==> src/rtl/rst_seq.sv <==
`default_nettype none
// ============================================================================
// rst_seq : staged reset-release sequencer with a soft re-sequence handshake.
//           Optional run-time watchdog enabled by defining RST_SEQ_WDT_EN.
// Revision : 1.0
// ============================================================================
module rst_seq #(
  parameter int NUM_DOM    = 3,
  parameter int STAGE_DLY  = 16,
  parameter int SW_RST_CYC = 8
`ifdef RST_SEQ_WDT_EN
  ,
  parameter int WDT_CYC    = 1024
`endif
) (
  input  logic               clk,
  input  logic               arstn,
  input  logic               soft_rst_req,
`ifdef RST_SEQ_WDT_EN
  input  logic               wdt_kick,
  output logic               wdt_fired,
`endif
  output logic               soft_rst_ack,
  output logic [NUM_DOM-1:0] dom_rstn,
  output logic               seq_done,
  output logic [1:0]         seq_state
);

  localparam int MAX_DLY = (STAGE_DLY > SW_RST_CYC) ? STAGE_DLY : SW_RST_CYC;
  localparam int CNT_W   = (MAX_DLY > 1) ? $clog2(MAX_DLY) : 1;
  localparam int IDX_W   = (NUM_DOM > 1) ? $clog2(NUM_DOM) : 1;

  localparam logic [CNT_W-1:0] C_HOLD_LAST  = CNT_W'(SW_RST_CYC - 1);
  localparam logic [CNT_W-1:0] C_STAGE_LAST = CNT_W'(STAGE_DLY - 1);
  localparam logic [IDX_W-1:0] C_IDX_LAST   = IDX_W'(NUM_DOM - 1);

  typedef enum logic [1:0] {
    ST_HOLD = 2'b00,
    ST_REL  = 2'b01,
    ST_RUN  = 2'b10
  } state_e;

  state_e             state_q;
  logic [CNT_W-1:0]   cnt_q;
  logic [IDX_W-1:0]   idx_q;
  logic               soft_q;
  logic               ack_q;
  logic               done_q;
  logic [NUM_DOM-1:0] dom_q;
  logic [NUM_DOM-1:0] rel_mask_d;
  logic               soft_take_d;
  logic               wdt_expire_d;
  logic               restart_d;

  // A request seen on the ack cycle belongs to the sequence just finished.
  assign soft_take_d = soft_rst_req && !ack_q;
  assign restart_d   = (state_q == ST_RUN) && (soft_take_d || wdt_expire_d);

`ifdef RST_SEQ_WDT_EN
  localparam int WDT_W = (WDT_CYC > 1) ? $clog2(WDT_CYC) : 1;
  localparam logic [WDT_W-1:0] C_WDT_LAST = WDT_W'(WDT_CYC - 1);

  logic [WDT_W-1:0] wdt_q;
  logic             fired_q;

  // A kick in the expiry cycle wins over the timeout.
  assign wdt_expire_d = (state_q == ST_RUN) && (wdt_q == C_WDT_LAST) && !wdt_kick;

  always_ff @(posedge clk or negedge arstn) begin
    if (!arstn) begin
      wdt_q   <= '0;
      fired_q <= 1'b0;
    end else begin
      if ((state_q != ST_RUN) || restart_d || wdt_kick) begin
        wdt_q <= '0;
      end else begin
        wdt_q <= wdt_q + WDT_W'(1);
      end
      if (wdt_expire_d) begin
        fired_q <= 1'b1;
      end
    end
  end

  assign wdt_fired = fired_q;
`else
  assign wdt_expire_d = 1'b0;
`endif

  always_comb begin
    rel_mask_d = '0;
    for (int k = 0; k < NUM_DOM; k++) begin
      if (idx_q == IDX_W'(k)) begin
        rel_mask_d[k] = 1'b1;
      end
    end
  end

  always_ff @(posedge clk or negedge arstn) begin
    if (!arstn) begin
      state_q <= ST_HOLD;
      cnt_q   <= '0;
      idx_q   <= '0;
      soft_q  <= 1'b0;
      ack_q   <= 1'b0;
      done_q  <= 1'b0;
      dom_q   <= '0;
    end else begin
      ack_q <= 1'b0;
      case (state_q)
        ST_HOLD: begin
          if (cnt_q == C_HOLD_LAST) begin
            state_q <= ST_REL;
            cnt_q   <= '0;
            idx_q   <= '0;
          end else begin
            cnt_q <= cnt_q + CNT_W'(1);
          end
        end
        ST_REL: begin
          if (cnt_q == C_STAGE_LAST) begin
            cnt_q <= '0;
            idx_q <= idx_q + IDX_W'(1);
            dom_q <= dom_q | rel_mask_d;
            if (idx_q == C_IDX_LAST) begin
              state_q <= ST_RUN;
              done_q  <= 1'b1;
              ack_q   <= soft_q;
              soft_q  <= 1'b0;
            end
          end else begin
            cnt_q <= cnt_q + CNT_W'(1);
          end
        end
        ST_RUN: begin
          if (restart_d) begin
            state_q <= ST_HOLD;
            cnt_q   <= '0;
            dom_q   <= '0;
            done_q  <= 1'b0;
            soft_q  <= soft_take_d;
          end
        end
        default: begin
          state_q <= ST_HOLD;
          cnt_q   <= '0;
        end
      endcase
    end
  end

  assign dom_rstn     = dom_q;
  assign seq_done     = done_q;
  assign soft_rst_ack = ack_q;
  assign seq_state    = state_q;

endmodule
`default_nettype wire

==> config.mk <==
export PLATFORM = sky130hd
export DESIGN_NAME = rst_seq
export DESIGN_NICKNAME = d
export VERILOG_FILES = /design/src/rtl/rst_seq.sv
export SDC_FILE = /design/constraint.sdc
export NUM_CORES = 1
export LEC_CHECK = 0
export CAP_MARGIN = 20
export CORE_MARGIN = 4
export CORE_UTILIZATION = 46
export DETAILED_ROUTE_END_ITERATION = 10
export GPL_TIMING_DRIVEN = 1
export PLACE_DENSITY = 0.72
export SETUP_SLACK_MARGIN = 0.2
export SYNTH_ARGS = -nofsm -noshare
export SYNTH_HDL_FRONTEND = slang
export SYNTH_SLANG_ARGS = --single-unit
==> constraint.sdc <==
create_clock -name clk -period 1.4 [get_ports clk]
set_clock_uncertainty 0.05 [all_clocks]
set_input_delay 0.28 -clock clk [delete_from_list [all_inputs] [get_ports clk]]
set_output_delay 0.28 -clock clk [all_outputs]
set_load 0.005 [all_outputs]
==> results.sh, run 1 <==
export IMPL_slew_viol_final=0
export IMPL_grt_pass1_wl_um=2720
export IMPL_relSlewSlack=0.692
export IMPL_synth_seq_area_share=0.485
export IMPL_synthAdderAreaFrac=0.0693
export IMPL_setup_slack_ns=0.0821
export IMPL_rows=14
export IMPL_hold_viol_final=0
export IMPL_maxCapViolations=0
export IMPL_worstPathRequired_ns=1.58
export IMPL_io_pins=10
export IMPL_dr_pass1_iters=4
export IMPL_drive_above_1_share=0.406
export IMPL_grt_pass1_vias=599
export IMPL_p_comb_frac=0.487
export IMPL_drc=0
export IMPL_num_vias=622
export IMPL_synth_compound_area_frac=0.149
export IMPL_final_cell_mix="14 x dfrtp_1, 10 x buf_4, 6 x buf_2"
export IMPL_worst_pin_slew_ns=0.463
export IMPL_status="complete, no violations"
export IMPL_root_buffer="clkbuf_4"
export IMPL_dp_cells=98
export IMPL_synth_xor_area_frac=0.0243
export IMPL_num_antenna_cells=0
export IMPL_synthSimpleGateAreaFrac=0.231
export IMPL_grt_setup_unrepaired="true"
export IMPL_cts_max_level=1
export IMPL_cp_slowest_cell="dfrtp_1"
export IMPL_clkPwrFrac=0.155
export IMPL_antenna_found_initial=0
export IMPL_post_route_min_period_ns=1.32
export IMPL_stdcell_area_um2=1020
export IMPL_clock_sinks=14
export IMPL_place_congestion=0.742
export IMPL_setup_violations=0
export IMPL_pwr_density_cell_nw_per_um2=1860
export IMPL_holdWs_ns=0.239
export IMPL_netlist_top_cells_area="dfrtp_1 49%, ha_1 6.9%, nand3_1 4.2%"
export IMPL_ir_drop_uv=880
export IMPL_switching_share=0.353
export IMPL_hpwlAfterDp_um=1060
export IMPL_cts_tree="done"
export IMPL_start_util=0.485
export IMPL_nets=104
export IMPL_crit_arrival_ns=1.50
export IMPL_drt_wirelength_per_cell_um=14.5
export IMPL_grt_max_degree=15
export IMPL_fmax_ghz=0.759
export IMPL_synth_area_um2=722
export IMPL_crit_fanout=5
export IMPL_r2r_slack_ns=0.08
export IMPL_numCtsBuffers=3
export IMPL_crit_chain="buf_6 -> and3b_4 -> and4_4 -> and2_1"
export IMPL_synth_top_area_frac=0.485
export IMPL_drt_iter0_drc=12
export IMPL_fin_tns_setup_ns=0
export IMPL_wl_met3_um=88
export IMPL_dr_wl_met2_um=753
export IMPL_wirelength_um=1630
export IMPL_fp_dieH_um=47.6
export IMPL_criticalPathCategory="reg -> reg"
export IMPL_clk_pin_slew_ns=0.08
export IMPL_crit_family="simple AND/OR/NAND/NOR gates"
export IMPL_clock_path_buffers=2
export IMPL_vias_per_cell=5.55
export IMPL_seqPwrFrac=0.358
export IMPL_p_switching_uw=670
export IMPL_postSynthNetCount=77
export IMPL_crit_path_end_kind="flop"
export IMPL_yosysWarnings=0
export IMPL_area_growth_pct=41.6
export IMPL_final_common_cell="dfrtp_1"
export IMPL_synthDistinctLibCells=27
export IMPL_port_buffers=9
export IMPL_fin_crit_sh=0.941
export IMPL_slowest_delay_ns=0.41
export IMPL_die_area_um2=2270
export IMPL_placedInstanceArea_um2=871
export IMPL_syn_avg_cell_area_um2=10.3
export IMPL_p_leak_uw=0.000474
export IMPL_syn_instance_count=70
export IMPL_grt_overflow=0
export IMPL_synthMuxAreaShare=0
export IMPL_gr_usage_all_layers=0.180
export IMPL_synth_top_family_by_area="simple AND/OR/NAND/NOR gates"
export IMPL_pre_cts_ws_ns=-0.0800
export IMPL_ys_ff_latch=14
export IMPL_crit_buf_inv=1
export IMPL_internal_power_uw=1230
export IMPL_drt_met1_wl_um=762
export IMPL_routed_top_layer="met4"
export IMPL_hold_path_class="in -> async"
export IMPL_postCtsHoldBufs=0
export IMPL_fin_cells=112
export IMPL_antenna_left=0
export IMPL_dieWidth_um=47.6
export IMPL_insertion_delay_ns=0.28
export IMPL_coreArea_um2=1490
export IMPL_synth_top_cell_by_area="dfrtp_1"
export IMPL_cp_start_kind="flop"
-- sequential cells by signal (all words and copies together), names as in the netlist --
signal	count
idx_q	2
seq_state	2
dom_rstn	3
cnt_q	4
soft_q	1
soft_rst_ack	1
seq_done	1
-- power by group through the flow --
stage / clock (uW) / sequential (uW) / combinational [uW]
2_1_floorplan: 0 / 646 / 450
3_3_place_gp: 0 / 679 / 656
3_5_place_dp: 0 / 685 / 684
4_1_cts: 308 / 673 / 879
5_1_grt: 315 / 698 / 1000
6_report: 294 / 679 / 926
-- synthesized netlist by cell type --
cell       instances
a21oi_1            1
a22o_1             2
a2bb2oi_1          1
a41oi_1            2
and2_1             1
and3b_4            1
and4_4             1
buf_4              2
clkbuf_1           1
dfrtp_1           14
ha_1               4
inv_1              3
nand2_1            3
nand2b_1           1
nand3_1            6
nand3b_1           2
nand4_1            3
nor2_1             6
nor2b_1            3
o211ai_1           1
o21a_1             2
o21ai_0            4
o21bai_1           1
o311ai_0           1
or2_1              1
or2b_1             1
xor2_1             2
-- final cells by class --
type | count | area (um^2)
Clock buffer | 4 | 36.3
Fill cell | 108 | 467
Inverter | 3 | 11.3
Multi-Input combinational cell | 50 | 399
Sequential cell | 14 | 350
Tap cell | 16 | 20.0
Timing Repair Buffer | 25 | 205
-- metal layers --
| layer | up-vias | global-route usage |
|---|---|---|
| met5 | - | 0 |
| met4 | 0 | 0.0806 |
| met3 | 3 | 0.0564 |
| met2 | 13 | 0.289 |
| met1 | 303 | 0.222 |
| li1 | 303 | - |
-- repair_timing --
item / CTS / global route
setup buffers: 10 / 0
endpoints found under the hold margin: 0 / 0
cloned: 0 / 0
pin swaps: 16 / 11
endpoints found under the setup margin: 21 / 15
resized for setup: 42 / 4
-- stage by stage --
| stage | total power [uW] | utilization |
|---|---|---|
| 6_report | 1900 | 0.687 |
| 4_1_cts | 1860 | 0.676 |
| 2_1_floorplan | 1100 | - |
| 5_1_grt | 2010 | 0.687 |
| 3_3_place_gp | 1340 | 0.585 |
| 3_5_place_dp | 1370 | 0.585 |
-- logic make-up after synthesis --
kind of cell | after synthesis
XOR/XNOR | 2
AO/OA/AOI/OAI | 15
adder cells (fa/ha/maj) | 4
buffers and inverters | 6
AND/OR/NAND/NOR | 29
flip-flops | 14
-- worst reg2reg max path, stage by stage, from the launching register on --
cell	delay [ns]
dfrtp_1	0.41
buf_6	0.12
and3b_4	0.31
and4_4	0.25
and2_1	0.12
-- final timing paths --
path / cells after the start / end / from
max: 4 / soft_rst_ack / seq_state[1]
min: 2 / seq_state[0] / arstn
max reg2reg: 4 / soft_rst_ack / seq_state[1]
min reg2reg: 1 / soft_rst_ack / soft_q
max in group asynchronous: 2 / seq_done / arstn
min in group clk: 1 / soft_rst_ack / soft_q
(Power assumes the default switching activity.)
==> run 2: changes to the inputs <==
- ABC_AREA: not set -> 1
- CORE_MARGIN: 4 -> not set
==> run 2 against run 1 <==
  * Power shrank 62%
  * Critical path depth grew 2
  * Via count is 2.9% lower
  * Utilization is 2.4 points higher
  * First-iteration DRC count down 50%
  * Cell count grew 11%
  * Clock power increased by 4%
  * Synthesized cell count up 21%
  * Register-to-register slack improved by 0.08 ns
  * Critical path type unchanged
==> results.sh, run 2 <==
export IMPL_hold_path_class="in -> async"
export IMPL_root_buffer="clkbuf_4"
export IMPL_largest_reg_flops=4
export IMPL_hpwlAfterDp_um=968
export IMPL_dieWidth_um=41.4
export IMPL_pwr_density_cell_nw_per_um2=748
export IMPL_gr_usage_all_layers=0.202
export IMPL_grt_pass1_vias=580
export IMPL_antenna_left=0
export IMPL_p_comb_frac=0.023
export IMPL_crit_fanout=5
export IMPL_postSynthNetCount=92
export IMPL_netlist_top_cells_count="24 x nand2_1, 15 x inv_1, 14 x dfrtp_1, 5 x a21oi_1, 5 x nor2_1"
export IMPL_ys_ff_latch=14
export IMPL_nets=117
export IMPL_drt_wirelength_per_cell_um=12.3
export IMPL_fillers=112
export IMPL_drt_iter0_drc=6
export IMPL_synth_seq_area_share=0.490
export IMPL_worstPathRequired_ns=1.57
export IMPL_grt_overflow=0
export IMPL_dr_pass1_iters=4
export IMPL_numCtsBuffers=3
export IMPL_regMostFlops="cnt_q"
export IMPL_cts_tree="done"
export IMPL_ir_drop_uv=513
export IMPL_relSlewSlack=0.844
export IMPL_drive_above_1_share=0.385
export IMPL_internal_power_uw=570
export IMPL_clk_pin_slew_ns=0.09
export IMPL_maxCapViolations=0
export IMPL_worst_pin_slew_ns=0.234
export IMPL_p_switching_uw=156
export IMPL_synthDistinctLibCells=20
export IMPL_vias_per_cell=4.87
export IMPL_drc=0
export IMPL_fin_tns_setup_ns=0
export IMPL_placedInstanceArea_um2=855
export IMPL_crit_path_end_kind="flop"
export IMPL_synth_top_area_frac=0.490
export IMPL_fmax_ghz=0.809
export IMPL_rows=13
export IMPL_final_common_cell="nand2_1"
export IMPL_insertion_delay_ns=0.30
export IMPL_holdWs_ns=0.231
export IMPL_cp_start_kind="flop"
export IMPL_die_area_um2=1720
export IMPL_netlist_top_cells_area="dfrtp_1 49%, nand2_1 13%, inv_1 7.9%"
export IMPL_grt_setup_unrepaired="true"
export IMPL_seqPwrFrac=0.557
export IMPL_stdcell_area_um2=971
export IMPL_clock_sinks=14
export IMPL_cts_max_level=1
export IMPL_synth_top_cell_by_area="dfrtp_1"
export IMPL_num_vias=604
export IMPL_slew_viol_final=0
export IMPL_synth_edff_count=0
export IMPL_synth_async_sr_flop_share=1.00
export IMPL_yosysMostFrequentCell="nand2_1"
export IMPL_num_antenna_cells=0
export IMPL_syn_instance_count=85
export IMPL_p_leak_uw=0.000527
export IMPL_setup_slack_ns=0.164
export IMPL_criticalPathCategory="reg -> reg"
export IMPL_hold_viol_final=0
export IMPL_final_cell_mix="22 x nand2_1, 15 x inv_1, 14 x dfrtp_1"
export IMPL_place_congestion=0.769
export IMPL_setup_violations=0
export IMPL_post_route_min_period_ns=1.24
export IMPL_fin_crit_sh=0.883
export IMPL_area_growth_pct=35.7
export IMPL_grt_max_degree=15
export IMPL_clkPwrFrac=0.420
export IMPL_clock_path_buffers=2
export IMPL_synth_area_um2=716
export IMPL_antenna_found_initial=0
export IMPL_io_pins=10
export IMPL_crit_arrival_ns=1.41
export IMPL_pre_cts_ws_ns=0.0455
export IMPL_switching_share=0.215
export IMPL_synth_ff_type="dfrtp_1"
export IMPL_yosysWarnings=0
export IMPL_port_buffers=9
export IMPL_coreArea_um2=1370
export IMPL_wirelength_um=1520
export IMPL_postCtsHoldBufs=0
export IMPL_fp_dieH_um=41.4
export IMPL_status="complete, no violations"
export IMPL_syn_avg_cell_area_um2=8.42
export IMPL_start_util=0.524
export IMPL_grt_pass1_wl_um=2580
run 2: per-layer routing:
layer | wire length, um | global-route usage | vias to the layer above
met3 | 41 | 0.0435 | 5
met4 | 38 | 0.123 | 0
li1 | - | - | 307
met1 | 703 | 0.247 | 281
met5 | 0 | 0 | -
met2 | 741 | 0.322 | 11
run 2: logic make-up after synthesis:
| group | Yosys count | synth area share |
|---|---|---|
| XOR/XNOR | 1 | 0.0122 |
| AND/OR/NAND/NOR | 39 | 0.255 |
| AO/OA/AOI/OAI | 10 | 0.0839 |
| buffers and inverters | 17 | 0.0892 |
| flip-flops | 14 | 0.490 |
| adder cells (fa/ha/maj) | 4 | 0.0699 |
run 2: repair_timing:
item	in CTS	in global routing
pin swaps	4	4
endpoints found under the setup margin	18	16
setup buffers	5	2
gates resized for setup	30	12
run 2: worst paths after layout:
kind,start,to,slack (ns),cells past startpoint
worst max-delay path,seq_state[1],dom_rstn[2],0.16,6
worst min-delay path,arstn,cnt_q[2],0.23,2
worst max register to register,seq_state[1],dom_rstn[2],0.16,6
worst min register to register,seq_done,seq_done,0.43,2
max in group asynchronous,arstn,cnt_q[1],0.89,2
min in group clk,seq_done,seq_done,0.43,2
run 2: power by group through the flow:
| stage | Clock (uW) | Combinational, uW | Sequential [uW] |
|---|---|---|---|
| floorplan | 0 | 1.66 | 412 |
| global route | 320 | 19.9 | 404 |
| detailed placement | 0 | 17.5 | 412 |
| global placement | 0 | 17.3 | 412 |
| CTS | 306 | 17.8 | 404 |
| finish | 305 | 16.9 | 404 |
run 2: area by class of cell:
cell class | instances | area [um^2] | area share
Multi-Input combinational cell | 54 | 362 | 0.372
Sequential cell | 14 | 350 | 0.361
Timing Repair Buffer | 20 | 138 | 0.142
Inverter | 17 | 66.3 | 0.0683
Clock buffer | 4 | 36.3 | 0.0374
Tap cell | 15 | 18.8 | 0.0193
run 2: through the flow:
step / util / std cells / total power, uW
5_1_grt: 0.711 / 124 / 744
2_1_floorplan: - / 85 / 414
3_5_place_dp: 0.625 / 113 / 430
4_1_cts: 0.684 / 122 / 728
6_report: 0.711 / 124 / 726
3_3_place_gp: 0.625 / 113 / 429
run 2: worst max-delay path, cell delays in order, from the launching register on:
cell,delay (ns)
dfrtp_1,0.38
buf_4,0.16
inv_4,0.07
nand2_1,0.08
nor2_4,0.20
nand2_4,0.10
a21oi_4,0.13
==> run 3: changes to the inputs <==
- PLACE_DENSITY: 0.72 -> not set
- PLACE_DENSITY_LB_ADDON: not set -> 0.3
==> run 3 against run 2 <==
  * Setup slack lost 0.013 ns
  * Sequential share of layout area shrank 2.3 points
  * Global-route usage shrank 0.40 points
  * Critical path depth grew 2
  * First-iteration DRC count grew to 3.0 times the previous value
  * Flip-flop and latch count is the same
  * Utilization grew 5.2 points
  * Critical path type unchanged
==> results.sh, run 3 (synthesis gave the netlist of run 2 again) <==
export IMPL_regMostFlops="cnt_q"
export IMPL_cp_start_kind="flop"
export IMPL_vias_per_cell=5.07
export IMPL_drt_iter0_drc=18
export IMPL_fp_dieH_um=41.4
export IMPL_ir_drop_uv=573
export IMPL_num_vias=649
export IMPL_worstPathRequired_ns=1.53
export IMPL_crit_arrival_ns=1.38
export IMPL_slew_viol_final=0
export IMPL_numCtsBuffers=3
export IMPL_root_buffer="clkbuf_4"
export IMPL_grt_max_degree=15
export IMPL_drive_above_1_share=0.496
export IMPL_postCtsHoldBufs=0
export IMPL_clock_path_buffers=2
export IMPL_num_antenna_cells=0
export IMPL_status="complete, no violations"
export IMPL_hpwlAfterDp_um=960
export IMPL_maxCapViolations=0
export IMPL_wirelength_um=1630
export IMPL_final_cell_mix="18 x nand2_1, 13 x dfrtp_1, 12 x buf_4"
export IMPL_start_util=0.524
export IMPL_post_route_min_period_ns=1.25
export IMPL_clk_pin_slew_ns=0.09
export IMPL_drc=0
export IMPL_fin_crit_sh=0.892
export IMPL_relSlewSlack=0.831
export IMPL_pwr_density_cell_nw_per_um2=688
export IMPL_post_route_util=0.763
export IMPL_grt_pass1_wl_um=2620
export IMPL_hold_path_class="in -> async"
export IMPL_cts_tree="done"
export IMPL_gr_usage_all_layers=0.198
export IMPL_nets=121
export IMPL_largest_reg_flops=4
export IMPL_drt_wirelength_per_cell_um=12.8
export IMPL_insertion_delay_ns=0.29
export IMPL_antenna_left=0
export IMPL_fmax_ghz=0.801
export IMPL_dr_pass1_iters=4
export IMPL_grt_pass1_vias=610
export IMPL_criticalPathCategory="reg -> reg"
export IMPL_fin_tns_setup_ns=0
export IMPL_worst_r2r_cell_count=8
export IMPL_worst_pin_slew_ns=0.254
export IMPL_final_common_cell="nand2_1"
export IMPL_rows=13
export IMPL_grt_setup_unrepaired="true"
export IMPL_grt_overflow=0
export IMPL_hold_viol_final=0
export IMPL_cts_max_level=1
export IMPL_place_congestion=0.788
export IMPL_crit_path_end_kind="flop"
export IMPL_clock_sinks=14
export IMPL_die_area_um2=1720
export IMPL_dieWidth_um=41.4
export IMPL_coreArea_um2=1370
export IMPL_antenna_found_initial=0
export IMPL_crit_fanout=4
export IMPL_p_leak_uw=0.000549
export IMPL_area_growth_pct=45.6
export IMPL_setup_violations=0
export IMPL_port_buffers=9
export IMPL_io_pins=10
-- run 3: cell count changes in the layout (fill, tap and decap cells not counted), moves of 2 or more --
cell / delta
nand2_1: -4
inv_1: -4
nand2_2: +4
buf_6: +2
nor2_2: -2
inv_2: +3
nor2_4: +3
-- run 3: per-stage QoR --
| step | power (uW) | instances | hold WS, ns | area, um^2 | worst slack (ns) |
|---|---|---|---|---|---|
| after floorplan | 414 | 85 | -0.0656 | 716 | 0.203 |
| after global placement | 429 | 111 | 0.409 | 840 | 0.0501 |
| after detailed placement | 430 | 111 | 0.414 | 840 | 0.00735 |
| after CTS | 719 | 123 | 0.256 | 977 | 0.146 |
| after global routing | 743 | 128 | 0.269 | 1040 | 0.0728 |
| final | 717 | 128 | 0.246 | 1040 | 0.151 |
-- run 3: final cells by class --
class / count / area [um^2]
multi-input combinational: 54 / 382
clock buffer: 4 / 36.3
tap: 15 / 18.8
sequential: 14 / 352
fill: 92 / 324
timing repair buffer: 24 / 183
inverter: 17 / 71.3
-- run 3: routing by layer --
| layer | share of wire | GRT usage |
|---|---|---|
| met1 | 0.44 | 0.263 |
| met2 | 0.52 | 0.334 |
| met3 | 0.027 | 0.0261 |
| met4 | 0.010 | 0.0581 |
| met5 | 0 | 0 |
-- run 3: critical path: stages (launching register included) --
cell and delay [ns]:
dfrtp_1 0.42, ha_4 0.20, nand2_2 0.07, inv_2 0.07, nand3_2 0.08, nand2_1 0.06
nand2_1 0.06, nand2_1 0.07, nand2_1 0.06
-- run 3: worst paths after layout --
path | startpoint | slack [ns] | to
worst min register to register | soft_q | 0.43 | soft_q
worst max register to register | cnt_q[1] | 0.15 | seq_done
worst min-delay path | arstn | 0.25 | soft_rst_ack
worst max-delay path | cnt_q[1] | 0.15 | seq_done
max in group asynchronous | arstn | 0.87 | cnt_q[3]
min in group clk | soft_q | 0.43 | soft_q
-- run 3: power by group --
| group | total (uW) | leakage [uW] | switching (uW) | internal, uW |
|---|---|---|---|---|
| sequential | 404 | 0.000159 | 0 | 404 |
| combinational | 17.2 | 0.000369 | 9.96 | 7.23 |
| clock | 296 | 0.0000210 | 137 | 158 |
-- run 3: repair_timing --
action,CTS,global route
pin swaps,8,6
endpoints found under the setup margin,19,16
hold endpoints to repair,0,0
setup buffers,8,5
gates resized for setup,37,21
gates cloned,0,0
